--- config.mk ---
export PLATFORM = sky130hd
export DESIGN_NAME = bound_led_monitor
export DESIGN_NICKNAME = d
export VERILOG_FILES = /design/src/rtl/bound_led_monitor.sv
export SDC_FILE = /design/constraint.sdc
export NUM_CORES = 1
export LEC_CHECK = 0
export CORE_MARGIN = 8
export CORE_UTILIZATION = 51
export DETAILED_ROUTE_END_ITERATION = 7
export GPL_TIMING_DRIVEN = 1
export PLACE_DENSITY_LB_ADDON = 0.15
export REMOVE_ABC_BUFFERS = 1
export SYNTH_ARGS = -nofsm -noshare
export SYNTH_HDL_FRONTEND = slang
export SYNTH_SLANG_ARGS = --single-unit
--- constraint.sdc ---
create_clock -name clk -period 3.56 [get_ports clk]
set_input_delay 0.534 -clock clk [delete_from_list [all_inputs] [get_ports clk]]
set_output_delay 0.534 -clock clk [all_outputs]
set_load 0.02 [all_outputs]
--- src/rtl/bound_led_monitor.sv ---
// bound_led_monitor: decodes a thermometer-coded LED bar into level and direction, flags turning points and bus errors.
// Define BOUND_LED_MONITOR_STALL_CHECK_EN to add the STALL_MAX parameter, the err_stall output and its hold counter.
module bound_led_monitor #(
  parameter int unsigned WIDTH  = 16,
  parameter int unsigned LVL_W  = 5,
  parameter int unsigned TURN_W = 8
`ifdef BOUND_LED_MONITOR_STALL_CHECK_EN
  ,
  parameter int unsigned STALL_MAX = 64
`endif
) (
  input  logic              clk,
  input  logic              rst,
  input  logic              en,
  input  logic [WIDTH-1:0]  led,
  input  logic              clr_stats,
  output logic [LVL_W-1:0]  level,
  output logic [1:0]        dir,
  output logic              turn,
  output logic [LVL_W-1:0]  turn_level,
  output logic [TURN_W-1:0] turn_cnt,
  output logic              err_code,
  output logic              err_step,
`ifdef BOUND_LED_MONITOR_STALL_CHECK_EN
  output logic              err_stall,
`endif
  output logic              err_sticky
);

  typedef enum logic [1:0] {
    ST_IDLE = 2'b00,
    ST_UP   = 2'b01,
    ST_DOWN = 2'b10,
    ST_HOLD = 2'b11
  } dir_e;

  localparam int unsigned DIFF_W = LVL_W + 1;
  localparam logic signed [DIFF_W-1:0] ONE_S = DIFF_W'(1);

  dir_e              dir_q, dir_d;
  logic [LVL_W-1:0]  level_q, level_d;
  logic              last_dn_q, last_dn_d;
  logic              turn_q, turn_d;
  logic [LVL_W-1:0]  turn_level_q, turn_level_d;
  logic [TURN_W-1:0] turn_cnt_q, turn_cnt_d;
  logic              err_code_q, err_code_d;
  logic              err_step_q, err_step_d;
  logic              err_sticky_q, err_sticky_d;
  logic              stall_err_c;

  logic [WIDTH-1:0]        led_inc_c;
  logic                    legal_c;
  logic [LVL_W-1:0]        n_c;
  logic signed [DIFF_W-1:0] diff_c;
  logic signed [DIFF_W-1:0] abs_c;
  logic                    up_c;
  logic                    down_c;
  logic                    step_big_c;

  // A thermometer code has no set bit above the carry chain of led+1.
  always_comb begin
    led_inc_c = led + WIDTH'(1);
    legal_c   = ((led & led_inc_c) == '0);
    n_c       = '0;
    for (int i = 0; i < int'(WIDTH); i++) begin
      n_c = n_c + LVL_W'(led[i]);
    end
    diff_c     = $signed({1'b0, n_c}) - $signed({1'b0, level_q});
    up_c       = (diff_c > $signed(DIFF_W'(0)));
    down_c     = (diff_c < $signed(DIFF_W'(0)));
    abs_c      = down_c ? -diff_c : diff_c;
    step_big_c = (abs_c > ONE_S);
  end

  // Direction FSM, turn detection and statistics.
  always_comb begin
    dir_d        = dir_q;
    level_d      = level_q;
    last_dn_d    = last_dn_q;
    turn_d       = 1'b0;
    turn_level_d = turn_level_q;
    turn_cnt_d   = turn_cnt_q;
    err_code_d   = 1'b0;
    err_step_d   = 1'b0;
    err_sticky_d = err_sticky_q;

    if (en) begin
      if (!legal_c) begin
        err_code_d = 1'b1;
      end else begin
        err_step_d = step_big_c;
        level_d    = n_c;
        case (dir_q)
          ST_IDLE: begin
            if (up_c) dir_d = ST_UP;
          end
          ST_UP: begin
            if (down_c) begin
              dir_d  = ST_DOWN;
              turn_d = 1'b1;
            end else if (!up_c) begin
              dir_d = ST_HOLD;
            end
          end
          ST_DOWN: begin
            if (up_c) begin
              dir_d  = ST_UP;
              turn_d = 1'b1;
            end else if (!down_c) begin
              dir_d = (n_c == '0) ? ST_IDLE : ST_HOLD;
            end
          end
          ST_HOLD: begin
            if (up_c) begin
              dir_d  = ST_UP;
              turn_d = last_dn_q;
            end else if (down_c) begin
              dir_d  = ST_DOWN;
              turn_d = !last_dn_q;
            end
          end
          default: dir_d = ST_IDLE;
        endcase
        if (up_c) begin
          last_dn_d = 1'b0;
        end else if (down_c) begin
          last_dn_d = 1'b1;
        end
        if (turn_d) turn_level_d = level_q;
      end
    end

    if (clr_stats) begin
      turn_cnt_d = '0;
    end else if (turn_d && (turn_cnt_q != '1)) begin
      turn_cnt_d = turn_cnt_q + TURN_W'(1);
    end
    err_sticky_d = (err_sticky_q & ~clr_stats) | err_code_d | err_step_d | stall_err_c;
  end

`ifdef BOUND_LED_MONITOR_STALL_CHECK_EN
  localparam int unsigned STALL_W = $clog2(STALL_MAX + 1);

  logic [STALL_W-1:0] stall_cnt_q, stall_cnt_d;
  logic               err_stall_q;

  // Hold counter: saturates at STALL_MAX and pulses once on arrival.
  always_comb begin
    stall_cnt_d = stall_cnt_q;
    stall_err_c = 1'b0;
    if (en && legal_c) begin
      if ((level_d != level_q) || (dir_d == ST_IDLE)) begin
        stall_cnt_d = '0;
      end else if ((dir_d == ST_HOLD) && (level_d != '0) &&
                   (stall_cnt_q != STALL_W'(STALL_MAX))) begin
        stall_cnt_d = stall_cnt_q + STALL_W'(1);
        stall_err_c = (stall_cnt_d == STALL_W'(STALL_MAX));
      end
    end
  end

  always_ff @(posedge clk or posedge rst) begin
    if (rst) begin
      stall_cnt_q <= '0;
      err_stall_q <= 1'b0;
    end else begin
      stall_cnt_q <= stall_cnt_d;
      err_stall_q <= stall_err_c;
    end
  end

  assign err_stall = err_stall_q;
`else
  assign stall_err_c = 1'b0;
`endif

  always_ff @(posedge clk or posedge rst) begin
    if (rst) begin
      dir_q        <= ST_IDLE;
      level_q      <= '0;
      last_dn_q    <= 1'b0;
      turn_q       <= 1'b0;
      turn_level_q <= '0;
      turn_cnt_q   <= '0;
      err_code_q   <= 1'b0;
      err_step_q   <= 1'b0;
      err_sticky_q <= 1'b0;
    end else begin
      dir_q        <= dir_d;
      level_q      <= level_d;
      last_dn_q    <= last_dn_d;
      turn_q       <= turn_d;
      turn_level_q <= turn_level_d;
      turn_cnt_q   <= turn_cnt_d;
      err_code_q   <= err_code_d;
      err_step_q   <= err_step_d;
      err_sticky_q <= err_sticky_d;
    end
  end

  assign level      = level_q;
  assign dir        = dir_q;
  assign turn       = turn_q;
  assign turn_level = turn_level_q;
  assign turn_cnt   = turn_cnt_q;
  assign err_code   = err_code_q;
  assign err_step   = err_step_q;
  assign err_sticky = err_sticky_q;

endmodule

# Word-level counts from Yosys, hierarchy flattened
# Cells that the tools add are included.
dict set report word_totals {
  reg_bits 25
  inputBits 20
  out_inout_bits 24
}
dict set report classes {
  addsub 19
  n_lt_le_gt_ge 3
  eq_ne 8
  muxes 27
  bitwise_logic 5
  reduce_logical 11
}
# cell count
set op_table {}
lappend op_table {{$add 5x1->5} 11}
lappend op_table {{$add 16x1->16 const B} 1}
lappend op_table {{$and 16x16->16} 1}
lappend op_table {{$logic_not 16->1} 1}
lappend op_table {{$mux 2} 8}
lappend op_table {{$mux 8} 2}
lappend op_table {{$mux 1} 14}
lappend op_table {{$ne 3x3->1 const B} 3}
lappend op_table {{$add 8x1->8 const B} 1}
lappend op_table {{$ne 8x8->1 const B} 1}
lappend op_table {{$pmux 2 s4} 1}
lappend op_table {{$gt 6x1->1 const B} 1}
lappend op_table {{$gt 6x2->1 const B} 1}
lappend op_table {{$lt 6x1->1 const B} 1}
lappend op_table {{$mux 6} 1}
lappend op_table {{$neg 6->6} 1}
lappend op_table {{$reduce_and 3->1} 2}
lappend op_table {{$reduce_and 6->1} 1}
lappend op_table {{$sub 5x5->6} 1}
lappend op_table {{$add 4x1->5} 1}
lappend op_table {{$logic_not 5->1} 1}
lappend op_table {{$add 3x1->4} 1}
lappend op_table {{$eq 2x2->1 const B} 2}
lappend op_table {{$reduce_bool 2->1} 2}
lappend op_table {{other kinds (12)} 13}

# Depth between registers and ports, before layout
dict set report depth {
  word_depth 27
  depth_mapped 20
}

# Worst setup path after synthesis
# OpenSTA, ideal clock, no wires.
dict set report synth_path {
  kind {input port to flip-flop}
  start {input port led[0]}
  end {register turn_cnt_q[5], in the netlist turn_cnt[5]}
  setup_time_ns 0.079
  t_arrival_ns 5.274
  required_time_ns 3.481
  slack_ns -1.792
  stages 19
  n_path_buf 0
  path_cell_list {fa_1 inv_1 fa_1 fa_1 fa_1 inv_1 ha_1 a21o_1 a21oi_1 xnor2_1 ha_1 o21a_1 a21boi_0 o22a_2 o31ai_4 o22ai_1 o2111ai_2 or4_1 a21oi_1}
}
dict set report synth_between {
  elab_chain_cells 26
  word_cells_on_any_way 32
}
# item line_no
set synth_rtl {}
lappend synth_rtl {{from (decl)} 15} ;# input logic [WIDTH-1:0] led,
lappend synth_rtl {{$add 1x1->2 (*)} 66} ;# n_c = n_c + LVL_W'(led[i]);
lappend synth_rtl {{$add 2x1->3 (*)} 66}
lappend synth_rtl {{$add 3x1->4 (*)} 66}
lappend synth_rtl {{$add 4x1->5 (*)} 66}
lappend synth_rtl {{$add 5x1->5 (*) (11 in a row)} 66}
lappend synth_rtl {{via n_c[3]} 53} ;# logic [LVL_W-1:0] n_c;
lappend synth_rtl {{$sub 5x5->6 (*)} 68} ;# diff_c = $signed({1'b0, n_c}) - $signed({1'b0, level_q});
lappend synth_rtl {{$lt 6x1->1} 70} ;# down_c = (diff_c < $signed(DIFF_W'(0)));
lappend synth_rtl {{$mux 1} 117} ;# end else if (down_c) begin
lappend synth_rtl {{$mux 1} 114} ;# if (up_c) begin
lappend synth_rtl {{$pmux 1 s3 (*)} 93} ;# case (dir_q)
lappend synth_rtl {{$mux 1 (*)} 88} ;# if (!legal_c) begin
lappend synth_rtl {{$mux 1 (*)} 87} ;# if (en) begin
lappend synth_rtl {{$mux 1 (*)} 88}
lappend synth_rtl {{$mux 1 (*)} 87}
lappend synth_rtl {{$logic_and 1x1->1 (*)} 135} ;# end else if (turn_d && (turn_cnt_q != '1)) begin
lappend synth_rtl {{$reduce_bool 2->1 (no source line) (*)} n/a}
lappend synth_rtl {{to (signal assigned)} 194} ;# turn_cnt_q <= turn_cnt_d;
lappend synth_rtl {{to (decl)} 45} ;# logic [TURN_W-1:0] turn_cnt_q, turn_cnt_d;
# Mark *: on every way through the listed nets, which the timed path passes. The rest lies on a longest branch. The select of a mux whose other input is x is not followed.
# A chain may end at the register's enable or synchronous reset.

# Final worst setup path
dict set report layout_path {
  start {input port led[9]}
  end {register turn_cnt_q[5], in the netlist turn_cnt[5]}
}
dict set report layout_between {
  elab_chain_cells 18
  word_cells_on_any_way 24
}
# item line_no
set layout_rtl {}
lappend layout_rtl {{$add 5x1->5 (*) (7 in a row)} 66}
lappend layout_rtl {{via n_c[2]} 53}
lappend layout_rtl {{$sub 5x5->6 (*)} 68}
lappend layout_rtl {{$lt 6x1->1} 70}
lappend layout_rtl {{$mux 1} 117}
lappend layout_rtl {{$mux 1} 114}
lappend layout_rtl {{$pmux 1 s3 (*)} 93}
lappend layout_rtl {{$mux 1 (*)} 88}
lappend layout_rtl {{$mux 1 (*)} 87}
lappend layout_rtl {{$mux 1 (*)} 88}
lappend layout_rtl {{$mux 1 (*)} 87}
lappend layout_rtl {{$logic_and 1x1->1 (*)} 135}
lappend layout_rtl {{$reduce_bool 2->1 (no source line) (*)} n/a}
# Marked as above.

==> metrics.txt <==
port buffer count 43; Die ar. 6280 um2; initial antenna violation count 0; number of global-route vias before repair 2040; vias per cell 5.50; ys flop type dfrtp_1; total wire length 6090 um; most frequent cells in the layout buf_4 (43), clkdlybuf4s50_1 (34), inv_1 (26), dfrtp_1 (25), nand2_1 (12); fraction of registers with async set/reset 100%; commonest non-fill, non-tap cell in the layout buf_4; final worst setup slack -1.71 ns; DR pass1 iterations 4; LEAKAGE 1.43 nW; Worst path most repeated cell fa_2; Seq/Total Area, Yosys 30.7%; GRT Total Usage 18.9%; Cell Area, Synth 2040 um2; worst skew pair latency 0.27 ns; fin crit share 148%; final setup vio count 22; via count 1962; Yosys cell types 47; DRC 0; WL per Instance 17.0 um; clk sinks 25; largest net degree at the start of global routing 26; die width 79.2 um; hpwl dp 4360 um; grt ovf 0; Pwr Density 746 nW/um2; first-pass GRT wire length 9640 um; Antenna Nets Post-Route 0; status finished with violations; met2 Track Usage GR 32.9%; failing checks setup timing; fin cells 357; fin. max-slew vios 0; Power Total 0.00234 W; design area 3140 um2; routability-driven placement congestion ratio 0.865; ANT cells 0; Root Buffer clkbuf_8; Syn-to-layout area delta 53.9%; Worst-path clk slew 0.09 ns; DRT iter0 DRCs 211; final hold vios 0; CP cell instances buf_8, fa_1, inv_2, fa_2, fa_2, fa_1, inv_2, ha_4, fa_2, xor2_4, ha_4, o21a_1, a21boi_2, o22a_2, o31ai_4, o22ai_2, buf_6, o2111ai_4, or4_4, a21oi_2; dpl cells 345; share of cells above drive strength 1 37.5%; Post-synth EDFFs 0; Max clock buf depth 2; Starting Density 52.1%; largest stage delay on the critical path 0.54 ns; Synth warnings 0; RSZ-0062 raised after global routing true; #FFs+latches synth 25; post-layout min period 5.27 ns; Slew @ Worst Pin 0.906 ns; fmax 190 MHz; Peak VDD IR 1.07 mV; Worst Path Required 3.75 ns; io pins 44; area post-placement 2810 um2; Final Skew 0.00823 ns; H-tree levels 1; Slew headroom 39.5%; Nets 353; Setup CP Type in2reg; CTS tree yes; hold crit path type reg2reg; Syn Inst Count 216; row cnt 23; core area 3910 um2; Max Cap Violations 0; CP Capture Type flip-flop; Mapped Avg Cell Area 9.44 um2; die height 79.2 um; worst-path fanout max 4; busiest grt layer met2; critical path's slowest cell fa_1; met3 usage in global routing 1.24%; Arrival @ worst endpoint 5.46 ns; met1 GRT Util 23.7%; Startpoint Class input pin; CTS buffer count 3; post-layout util 80.2%
[cell usage after synthesis (3+ instances only)]
master    n  area, um2
fa_1     11        220
xnor2_1   3       26.3
nor2b_1   5       31.3
a21oi_1   8       40.0
mux2_2    6       67.6
inv_1    32        120
nand4_1   4       25.0
ha_1     14        175
nand2_1  14       52.6
nor2_1   14       52.6
o21ai_0  14       70.1
xor2_1    6       52.6
nand3_1  11       55.1
o31ai_1   3       22.5
dfrtp_1  25        626
or4_1     3       22.5
nor3_1    4       20.0
[area by class of cell]
class / count / area [um2]
Clock buffer: 4 / 45.0
Fill cell: 243 / 774
Inverter: 32 / 120
Multi-Input combinational cell: 157 / 1520
Sequential cell: 25 / 626
Tap cell: 50 / 62.6
Timing Repair Buffer: 89 / 771
[sequential cells by signal, indices dropped and copies added (netlist names)]
name	cells
turn_cnt	8
level	5
turn_level	5
dir	2
err_code	1
err_step	1
err_sticky	1
last_dn_q	1
turn	1
[critical path, delay by kind of cell]
family | cells | cell delay [ns]
simple gates | 1 | 0.45
compound gates | 7 | 1.09
buf+inv | 4 | 0.33
fa+ha+maj | 7 | 2.86
xor+xnor | 1 | 0.18
[logic make-up (layout without fill, tap and decap cells)]
| logic type | after synthesis | in the layout | share of synthesized area (%) |
|---|---|---|---|
| flops | 25 | 25 | 30.7 |
| fa+ha+maj | 25 | 25 | 19.4 |
| mux | 7 | 7 | 3.80 |
| compound gates | 50 | 50 | 18.4 |
| buf+inv | 35 | 125 | 6.81 |
| xor+xnor | 9 | 9 | 3.87 |
| simple gates | 65 | 66 | 17.1 |
[through the flow]
step / setup TNS, ns / hold WS, ns / setup slack (ns)
after floorplan: -30.50 / 0.489 / -1.85
after global placement: -45.62 / 0.491 / -2.43
after detailed placement: -47.69 / 0.496 / -2.55
after CTS: -30.01 / 0.517 / -1.75
after global routing: -31.71 / 0.527 / -1.90
final: -28.76 / 0.516 / -1.71
[timing repair]
| item | CTS | global route |
|---|---|---|
| gates cloned | 1 | 0 |
| pin swaps | 27 | 18 |
| hold buffers | 0 | 0 |
| buffers inserted | 13 | 6 |
| gates resized for setup | 87 | 20 |
| setup endpoints to repair | 23 | 23 |
[routing by layer]
layer	routed length [um]	vias up	part of all wire, %
li1	-	942	-
met4	135	0	2.2
met2	3090	66	51
met3	305	11	5.0
met1	2560	943	42
met5	0	-	0
[worst paths after layout]
check | from | depth (start not counted) | endpoint | slack [ns]
worst max-delay path | led[9] | 20 | turn_cnt[5]$_DFFE_PP0P_ | -1.71
min in group asynchronous | rst | 2 | turn_cnt[1]$_DFFE_PP0P_ | 0.76
worst min-delay path | turn_level[2]$_DFFE_PP0P_ | 1 | turn_level[2]$_DFFE_PP0P_ | 0.52
worst max register to register | level[1]$_DFFE_PP0P_ | 12 | turn_cnt[5]$_DFFE_PP0P_ | 0.89
max in group asynchronous | rst | 2 | level[2]$_DFFE_PP0P_ | 2.24
worst min register to register | turn_level[2]$_DFFE_PP0P_ | 1 | turn_level[2]$_DFFE_PP0P_ | 0.52
[power breakdown]
part           internal, W  total, W  switching, W
sequential        0.000289  0.000292    0.00000350
combinational     0.000964   0.00189      0.000921
clock            0.0000799  0.000164     0.0000839
Note: power is estimated with default switching activity, not from simulation.
